$ cat src/rtl/frame_inserter_pkg.sv
// Shared framing definitions for the transmit framer and the receive frame finder.
// Both sides take their preamble and block size from here so the frame format
// cannot drift between transmitter and receiver.
package frame_inserter_pkg;

    localparam int          FI_PREAMBLE_LEN = 16;
    localparam logic [15:0] FI_PREAMBLE_VAL = 16'hF628;
    localparam int          FI_PAYLOAD_LEN  = 240;  // ROW_NUMBER * COL_NUMBER of the deinterleaver

    typedef enum logic [1:0] {
        ST_IDLE     = 2'd0,
        ST_PREAMBLE = 2'd1,
        ST_PAYLOAD  = 2'd2,
        ST_BYPASS   = 2'd3
    } fi_state_e;

    // Preamble bit k of a len-bit pattern, sent MSB first.
    function automatic logic preamble_bit(input logic [63:0] pat, input int len, input int k);
        return pat[6'(len - 1 - k)];
    endfunction

endpackage

$ cat src/rtl/frame_inserter_if.sv
// Serial bit-stream bundle between the interleaver, the framer and the channel.
//
// Handshake: on the input side a bit transfers on a rising clock edge where
// DATA_IN_VALID and DATA_IN_READY are both 1. READY never depends on VALID in the
// same cycle, and the source may hold or withdraw VALID freely while READY is low.
// The output side has no back-pressure: DATA_OUT is a valid channel bit in every
// cycle where DATA_OUT_VALID is 1.
interface frame_inserter_if;

    logic FRAMER_ON;
    logic DATA_IN;
    logic DATA_IN_VALID;
    logic DATA_IN_READY;
    logic DATA_OUT;
    logic DATA_OUT_VALID;
    logic FRAME_START;

    // Upstream / environment side.
    modport master (
        output FRAMER_ON, DATA_IN, DATA_IN_VALID,
        input  DATA_IN_READY, DATA_OUT, DATA_OUT_VALID, FRAME_START
    );

    // The framer itself.
    modport slave (
        input  FRAMER_ON, DATA_IN, DATA_IN_VALID,
        output DATA_IN_READY, DATA_OUT, DATA_OUT_VALID, FRAME_START
    );

endinterface

$ cat src/rtl/frame_inserter.sv
// Transmit-side framer: puts the sync preamble ahead of every PAYLOAD_LEN-bit
// payload block, or passes the stream through untouched in bypass mode.
// All outputs are registered; READY is decoded from the state register only.
module frame_inserter
    import frame_inserter_pkg::*;
#(
    parameter int                      PREAMBLE_LEN = FI_PREAMBLE_LEN,
    parameter logic [PREAMBLE_LEN-1:0] PREAMBLE_VAL = FI_PREAMBLE_VAL,
    parameter int                      PAYLOAD_LEN  = FI_PAYLOAD_LEN
) (
    input  logic                    CLK,
    input  logic                    RESET_N,
    frame_inserter_if.slave         bus,
    output fi_state_e               dbg_state
);

    localparam int PRE_W = $clog2(PREAMBLE_LEN);
    localparam int PAY_W = $clog2(PAYLOAD_LEN + 1);
    localparam logic [PRE_W-1:0] PRE_LAST = PRE_W'(PREAMBLE_LEN - 1);
    localparam logic [PAY_W-1:0] PAY_LAST = PAY_W'(PAYLOAD_LEN - 1);

    fi_state_e         state_q, state_d;
    logic [PRE_W-1:0]  pre_cnt_q, pre_cnt_d;
    logic [PAY_W-1:0]  pay_cnt_q, pay_cnt_d;
    logic              data_out_q, data_out_d;
    logic              data_out_valid_q, data_out_valid_d;
    logic              frame_start_q, frame_start_d;

    logic in_ready;
    logic accept;
    logic pre_last;
    logic pay_last;

    // Handshake decode: READY comes from the state alone, never from VALID.
    always_comb begin
        in_ready = (state_q == ST_PAYLOAD) || (state_q == ST_BYPASS);
        accept   = in_ready && bus.DATA_IN_VALID;
        pre_last = (pre_cnt_q == PRE_LAST);
        pay_last = (pay_cnt_q == PAY_LAST);
    end

    // State register; reset mid-frame simply abandons the frame.
    always_ff @(posedge CLK) begin
        if (!RESET_N) state_q <= ST_IDLE;
        else          state_q <= state_d;
    end

    // Next-state logic; FRAMER_ON only matters in IDLE, BYPASS and at the end of a payload block.
    always_comb begin
        state_d = state_q;
        case (state_q)
            ST_IDLE: begin
                if (!bus.FRAMER_ON)         state_d = ST_BYPASS;
                else if (bus.DATA_IN_VALID) state_d = ST_PREAMBLE;  // pending bit stays in place
            end
            ST_PREAMBLE: begin
                if (pre_last) state_d = ST_PAYLOAD;
            end
            ST_PAYLOAD: begin
                if (accept && pay_last) state_d = bus.FRAMER_ON ? ST_PREAMBLE : ST_BYPASS;
            end
            ST_BYPASS: begin
                if (bus.FRAMER_ON) state_d = ST_IDLE;
            end
            default: state_d = ST_IDLE;
        endcase
    end

    // Preamble and payload counters; each returns to zero when its state is left.
    always_comb begin
        pre_cnt_d = '0;
        if (state_q == ST_PREAMBLE && !pre_last) pre_cnt_d = pre_cnt_q + 1'b1;

        pay_cnt_d = '0;
        if (state_q == ST_PAYLOAD) begin
            pay_cnt_d = pay_cnt_q;
            if (accept) pay_cnt_d = pay_last ? '0 : pay_cnt_q + 1'b1;
        end
    end

    // Output register inputs: preamble bits, or the accepted bit one cycle later.
    always_comb begin
        data_out_d       = data_out_q;  // hold last value through gaps
        data_out_valid_d = 1'b0;
        frame_start_d    = 1'b0;
        case (state_q)
            ST_PREAMBLE: begin
                data_out_d       = preamble_bit(64'(PREAMBLE_VAL), PREAMBLE_LEN, int'(pre_cnt_q));
                data_out_valid_d = 1'b1;
                frame_start_d    = (pre_cnt_q == '0);
            end
            ST_PAYLOAD, ST_BYPASS: begin
                if (accept) begin
                    data_out_d       = bus.DATA_IN;
                    data_out_valid_d = 1'b1;
                end
            end
            default: ;
        endcase
    end

    // Counter and output registers.
    always_ff @(posedge CLK) begin
        if (!RESET_N) begin
            pre_cnt_q        <= '0;
            pay_cnt_q        <= '0;
            data_out_q       <= 1'b0;
            data_out_valid_q <= 1'b0;
            frame_start_q    <= 1'b0;
        end else begin
            pre_cnt_q        <= pre_cnt_d;
            pay_cnt_q        <= pay_cnt_d;
            data_out_q       <= data_out_d;
            data_out_valid_q <= data_out_valid_d;
            frame_start_q    <= frame_start_d;
        end
    end

    assign bus.DATA_IN_READY  = in_ready;
    assign bus.DATA_OUT       = data_out_q;
    assign bus.DATA_OUT_VALID = data_out_valid_q;
    assign bus.FRAME_START    = frame_start_q;
    assign dbg_state          = state_q;

endmodule
$ cat src/flat_wrapper.sv
// flat-port wrapper written by rule: the top's interface ports become plain ports
module frame_inserter_flat import frame_inserter_pkg::*;
#(
    parameter int                      PREAMBLE_LEN = FI_PREAMBLE_LEN,
    parameter logic [PREAMBLE_LEN-1:0] PREAMBLE_VAL = FI_PREAMBLE_VAL,
    parameter int                      PAYLOAD_LEN  = FI_PAYLOAD_LEN
)
  (CLK, RESET_N, dbg_state, bus_FRAMER_ON, bus_DATA_IN, bus_DATA_IN_VALID, bus_DATA_IN_READY, bus_DATA_OUT, bus_DATA_OUT_VALID, bus_FRAME_START);
  frame_inserter_if bus_i ();
  input  logic CLK;
  input  logic RESET_N;
  output fi_state_e dbg_state;
  input wire logic [$bits(bus_i.FRAMER_ON)-1:0] bus_FRAMER_ON;
  input wire logic [$bits(bus_i.DATA_IN)-1:0] bus_DATA_IN;
  input wire logic [$bits(bus_i.DATA_IN_VALID)-1:0] bus_DATA_IN_VALID;
  output wire logic [$bits(bus_i.DATA_IN_READY)-1:0] bus_DATA_IN_READY;
  output wire logic [$bits(bus_i.DATA_OUT)-1:0] bus_DATA_OUT;
  output wire logic [$bits(bus_i.DATA_OUT_VALID)-1:0] bus_DATA_OUT_VALID;
  output wire logic [$bits(bus_i.FRAME_START)-1:0] bus_FRAME_START;
  assign bus_i.FRAMER_ON = bus_FRAMER_ON;
  assign bus_i.DATA_IN = bus_DATA_IN;
  assign bus_i.DATA_IN_VALID = bus_DATA_IN_VALID;
  assign bus_DATA_IN_READY = bus_i.DATA_IN_READY;
  assign bus_DATA_OUT = bus_i.DATA_OUT;
  assign bus_DATA_OUT_VALID = bus_i.DATA_OUT_VALID;
  assign bus_FRAME_START = bus_i.FRAME_START;
  frame_inserter #(.PREAMBLE_LEN(PREAMBLE_LEN), .PREAMBLE_VAL(PREAMBLE_VAL), .PAYLOAD_LEN(PAYLOAD_LEN)) u_core (.CLK(CLK), .RESET_N(RESET_N), .bus(bus_i), .dbg_state(dbg_state));
endmodule
$ cat config.mk
export PLATFORM = sky130hd
export DESIGN_NAME = frame_inserter_flat
export DESIGN_NICKNAME = d
export VERILOG_FILES = /design/src/rtl/frame_inserter_pkg.sv /design/src/rtl/frame_inserter_if.sv /design/src/rtl/frame_inserter.sv /design/src/flat_wrapper.sv
export SDC_FILE = /design/constraint.sdc
export NUM_CORES = 1
export LEC_CHECK = 0
export BUFFER_PORTS_ARGS = -buffer_cell sky130_fd_sc_hd__buf_4
export CAP_MARGIN = 20
export CORE_UTILIZATION = 40
export CTS_BUF_LIST = sky130_fd_sc_hd__clkbuf_4 sky130_fd_sc_hd__clkbuf_8
export DETAILED_ROUTE_END_ITERATION = 16
export SYNTH_ARGS = -nofsm -noshare
export SYNTH_HDL_FRONTEND = slang
export SYNTH_SLANG_ARGS = --single-unit
$ cat constraint.sdc
create_clock -name CLK -period 1.4 [get_ports CLK]
set_clock_uncertainty 0.2 [all_clocks]
set_input_delay 0.07 -clock CLK [delete_from_list [all_inputs] [get_ports CLK]]
set_output_delay 0.07 -clock CLK [all_outputs]
set_load 0.01 [all_outputs]
# Word level (Yosys, flattened, before mapping)
# Memory sizes are Yosys's and may differ from the RTL's.
# Cells that the tools add are included.
totals:
  reg_bits: 17
  latch_bits: 0
  ram_bits: 0
  mem_bits_ro: 64
  in_bits: 5
  memories: 1
op_classes:
  add_sub_neg: 3
  n_mul: 0
  div: 0
  magnitude_cmp: 1
  eq_ne: 10
  shift: 0
  n_mux: 14
  bitwise: 0
  reduce_logical: 14
mem_list:
  columns: ["memory", "depth", "width", "read_ports", "rd_clocked_by_memory_dff", "write_ports", "line", "rtl"]
  rows:
  - ["(no name shown)", 64, 1, 1, 0, 0, "frame_inserter_pkg.sv:19", "return pat[6'(len - 1 - k)];"]
op_table:
  columns: ["op", "n"]
  rows:
  - ["2-bit two-way mux", 6]
  - ["8-bit by 1-bit adder with 8-bit output (second input constant)", 1]
  - ["8-bit equality test (second input constant)", 1]
  - ["6-bit by 8-bit < comparator with 1-bit output (second input constant)", 1]
  - ["8-bit two-way mux", 1]
  - ["2-bit case mux with 4 select lines", 1]
  - ["2-bit AND reduction", 4]
  - ["4-bit by 4-bit subtractor with 5-bit output (first input constant)", 1]
  - ["4-bit by 1-bit adder with 4-bit output (second input constant)", 1]
  - ["2-bit equality test (second input constant)", 2]
  - ["4-bit equality test (second input constant)", 1]
  - ["4-bit logical NOT", 1]
  - ["1-bit two-way mux", 4]
  - ["2-bit by 1-bit != test with 1-bit output (second input constant)", 2]
  - ["2-bit != test (second input constant)", 2]
  - ["1-bit case mux with 2 select lines", 2]
  - ["4-bit AND reduction", 1]
  - ["1-bit logical AND", 3]
  - ["3-bit != test (second input constant)", 1]
  - ["2-bit by 1-bit equality test with 1-bit output (second input constant)", 1]
  - ["2-bit logical NOT", 1]
  - ["2-bit nonzero test", 1]
  - ["2-bit OR reduction", 1]
  - ["1-bit logical NOT", 1]
  - ["1-bit logical OR", 1]

# Longest topological paths before layout
depth:
  depth_word: 6
  mapped_depth: 5

# Worst setup path after synthesis
# Ideal clock, no wire load.
synth_timing:
  path_kind: "register to register"
  start: "reg u_core.pre_cnt_q[0]"
  end: "reg u_core.data_out_q (netlist: u_core.bus.DATA_OUT)"
  setup_ps: 91
  arrival_ps: 1233
  setup_slack_ps: -124
  path_stages_with_launch: 6
  path_buffers: 0
  period_less_slack_ps: 1524
  cell_sequence: "dfxtp_1 -> inv_1 -> ha_1 -> mux2i_1 -> a211o_1 -> a311oi_1"
synth_between:
  elab_chain_len: 5
synth_rtl:
  columns: ["item", "line", "rtl"]
  rows:
  - ["start, declared", "frame_inserter.sv:23", "logic [PRE_W-1:0] pre_cnt_q, pre_cnt_d;"]
  - ["start signal, assigned", "frame_inserter.sv:111", "pre_cnt_q <= pre_cnt_d;"]
  - ["4-bit by 4-bit subtractor with 5-bit output", "frame_inserter_pkg.sv:19", null]
  - ["memory read 64 x 1 bit", null, null]
  - ["1-bit two-way mux (not written as such) (2 in series)", "frame_inserter_pkg.sv:19", null]
  - ["1-bit case mux with 2 select lines", "frame_inserter.sv:86", "case (state_q)"]
  - ["end signal, assigned", "frame_inserter.sv:113", "data_out_q <= data_out_d;"]
  - ["end, declared", "frame_inserter.sv:25", "logic data_out_q, data_out_d;"]
# No other way between the ends. The select of a mux whose other input is x is not followed.
# A chain may end at the register's enable or synchronous reset.

# Worst setup path in the final report
# Ends and elaborated chain as after synthesis.

==> qor.csv <==
metric,value,unit
hp-class,input port to flip-flop,
first_pass_iters,4,
rsz0062_at_grt,true,
synth.distinct_cells,37,
rows,16,
routed_via_density,5.27,
drt_iter0_drc,9,
synth_area_leaders,"dfxtp_1 39%, ha_1 5.7%, nand2_1 4.7%",
maxSlewHeadroom,79.9,%
clock_latency,0.30,ns
seq_area_frac_synth,39.1,%
worstSetupPathType,flip-flop to flip-flop,
initial_core_util,43.5,%
finalSetupViolCount,7,
cp-start-kind,flip-flop,
layout_setup_ws,-0.0988,ns
end_kind,flip-flop,
io_buffers,10,
hpwl,1410,um
stdcell_area,0.00145,mm2
cts_buffers,3,
die_w,48.7,um
synth-simple-area-share,27.2,%
synth_top_flop_cell,dfxtp_1,
hold_viol,0,
cts_tree,done,
grt_max_degree,10,
worstMarginPinSlew,0.300,ns
synth_top_family_by_area,simple AND/OR/NAND/NOR gates,
clockBufferDepth,2,
place_congestion,0.802,
drcViolationCount,0,
clock-sinks,17,
wl_per_cell,14.0,um
diodes,0,
yosys.area.top_type_share,39.1,%
grt_pass1_wl,3730,um
required,1.42,ns
synth-seq-cells,17,
filler_cell_count,151,
violations,setup timing,
syn_area,871,um2
nNetsFinal,149,
syn_inst,96,
yosysTopAreaCell,dfxtp_1,
fmax,0.667,GHz
synth_edf_count,0,
status,"finished, violations left",
syn2layout_area_growth,66.2,%
dieArea,0.00237,mm2
synthAdderAreaFrac,5.75,%
yosys_warnings,0,
vdd_drop_max,0.000852,V
grt_overflow_total,0,
synth_compound_area_share,16.1,%
period_share,107,%
slew_viol_final,0,
syn_nets,105,
path_max_fanout,4,
tns,-0.370,ns
core,0.00200,mm2
antenna_found_initial,0,
cts-root-buf,clkbuf_4,
yosysMostFrequentCell,dfxtp_1,
placed_area,0.00117,mm2
synthMuxAreaShare,3.45,%
drtAntennaViolNets,0,
power_per_cell_area,1160,mW/mm2
grt_usage,20.5,%
ios,11,
clk_pin_slew_worst_paths,0.10,ns
vias,875,
drv_cap,0,
fin_util,72.3,%
ctsHtreeMaxLevel,1,
grt_pass1_vias,863,
power.total,1.67,mW
synthArstFlopShare,0,%
drt-total-wl,2330,um
die_h,48.7,um
avgSynthCellArea,9.07,um2
drive_gt1_share,55.4,%
synth-xor-area-share,4.02,%
crit_arrival,1.52,ns
synth_common_cells,"17 x dfxtp_1, 11 x nand2_1, 7 x nor2_1, 5 x a21oi_1",
power.leakage,0.568,nW
period_needed,1.50,ns
==> sequential cells by signal (all words and copies together) (netlist names) <==
register and cells:
u_core.pre_cnt_q 4, u_core.pay_cnt_q 8, u_core.bus.FRAME_START 1, u_core.bus.DATA_OUT 1, u_core.bus.DATA_OUT_VALID 1, u_core.dbg_state 2
==> power breakdown <==
group / internal, mW / total [mW] / switching [mW]
sequential: 0.550 / 0.628 / 0.0787
clock: 0.131 / 0.297 / 0.166
combinational: 0.426 / 0.749 / 0.323
total: 1.11 / 1.67 / 0.568
==> timing repair <==
action	4_1_cts	5_1_grt
endpoints found under the hold margin	13	0
pin swaps	2	7
buffers inserted	5	2
hold buffers	4	0
cloned	1	0
resized for setup	9	25
endpoints found under the setup margin	13	14
==> layout make-up <==
| type | count | area, um2 | area share, % |
|---|---|---|---|
| multi-input cells | 72 | 649 | 44.9 |
| flip-flops and latches | 17 | 360 | 24.9 |
| repair buffers | 42 | 357 | 24.6 |
| well taps | 27 | 33.8 | 2.33 |
| clock buffers | 4 | 30.0 | 2.07 |
| inverters | 4 | 17.5 | 1.21 |
==> cell usage in the layout, fill, tap and decap left out, types with 2 or more instances in the layout <==
cell type / Yosys / routed
buf_4: 0 / 32
nand2_1: 11 / 10
dfxtp_1: 17 / 9
buf_6: 1 / 5
nor2_1: 7 / 4
clkbuf_4: 0 / 4
dlygate4sd3_1: 0 / 4
dfxtp_2: 0 / 4
dfxtp_4: 0 / 4
nand3_4: 0 / 3
a21oi_2: 0 / 3
o21ai_0: 3 / 3
xor2_1: 3 / 3
mux2i_1: 3 / 3
nor2_2: 0 / 3
nand2b_1: 2 / 2
o31ai_1: 4 / 2
or4_4: 0 / 2
a21oi_1: 5 / 2
nor3b_1: 2 / 2
inv_1: 4 / 2
o31ai_2: 0 / 2
ha_4: 0 / 2
==> through the flow <==
stage               instances  worst slack, ns  hold slack, ns
finish                    166          -0.0988        0.000835
floorplan                  96          0.00530          0.0147
global placement          150          -0.0976           0.169
CTS                       164           -0.113        -0.00753
detailed placement        150           -0.131           0.169
global route              166           -0.164          0.0163
==> final timing paths <==
path	from	to	slack [ns]	cells after the start
hold / removal	bus_DATA_IN_VALID	u_core.pay_cnt_q[5]$_SDFFE_PN0P_	0.0008	4
setup / recovery	u_core.pre_cnt_q[0]$_SDFF_PN0_	u_core.bus.DATA_OUT$_SDFFE_PN0P_	-0.1	5
hold reg to reg	u_core.pre_cnt_q[0]$_SDFF_PN0_	u_core.pre_cnt_q[0]$_SDFF_PN0_	0.26	1
setup reg to reg	u_core.pre_cnt_q[0]$_SDFF_PN0_	u_core.bus.DATA_OUT$_SDFFE_PN0P_	-0.1	5
==> kinds of logic (layout without fill, tap and decap cells) <==
| kind of cell | count (synthesis) | in the layout |
|---|---|---|
| simple gates | 41 | 42 |
| flops | 17 | 17 |
| xor+xnor | 4 | 4 |
| buf+inv | 8 | 50 |
| fa+ha+maj | 4 | 4 |
| compound gates | 19 | 19 |
| mux | 3 | 3 |
==> worst max-delay path, stage by stage, from the launching register on <==
cell and delay, ns:
dfxtp_4 0.39, inv_4 0.04, ha_4 0.25, mux2i_1 0.05
a211o_1 0.27, a311oi_1 0.21
==> per-layer routing <==
layer  vias up  GRT usage, %  share of wire [%]
met4         0          10.8                2.4
met2        18          34.7                 49
met1       414          25.0                 45
met5         -             0                  0
met3         7          2.83                3.2
li1        436             -                  -
No activity file was read; power rests on OpenSTA's default activity.
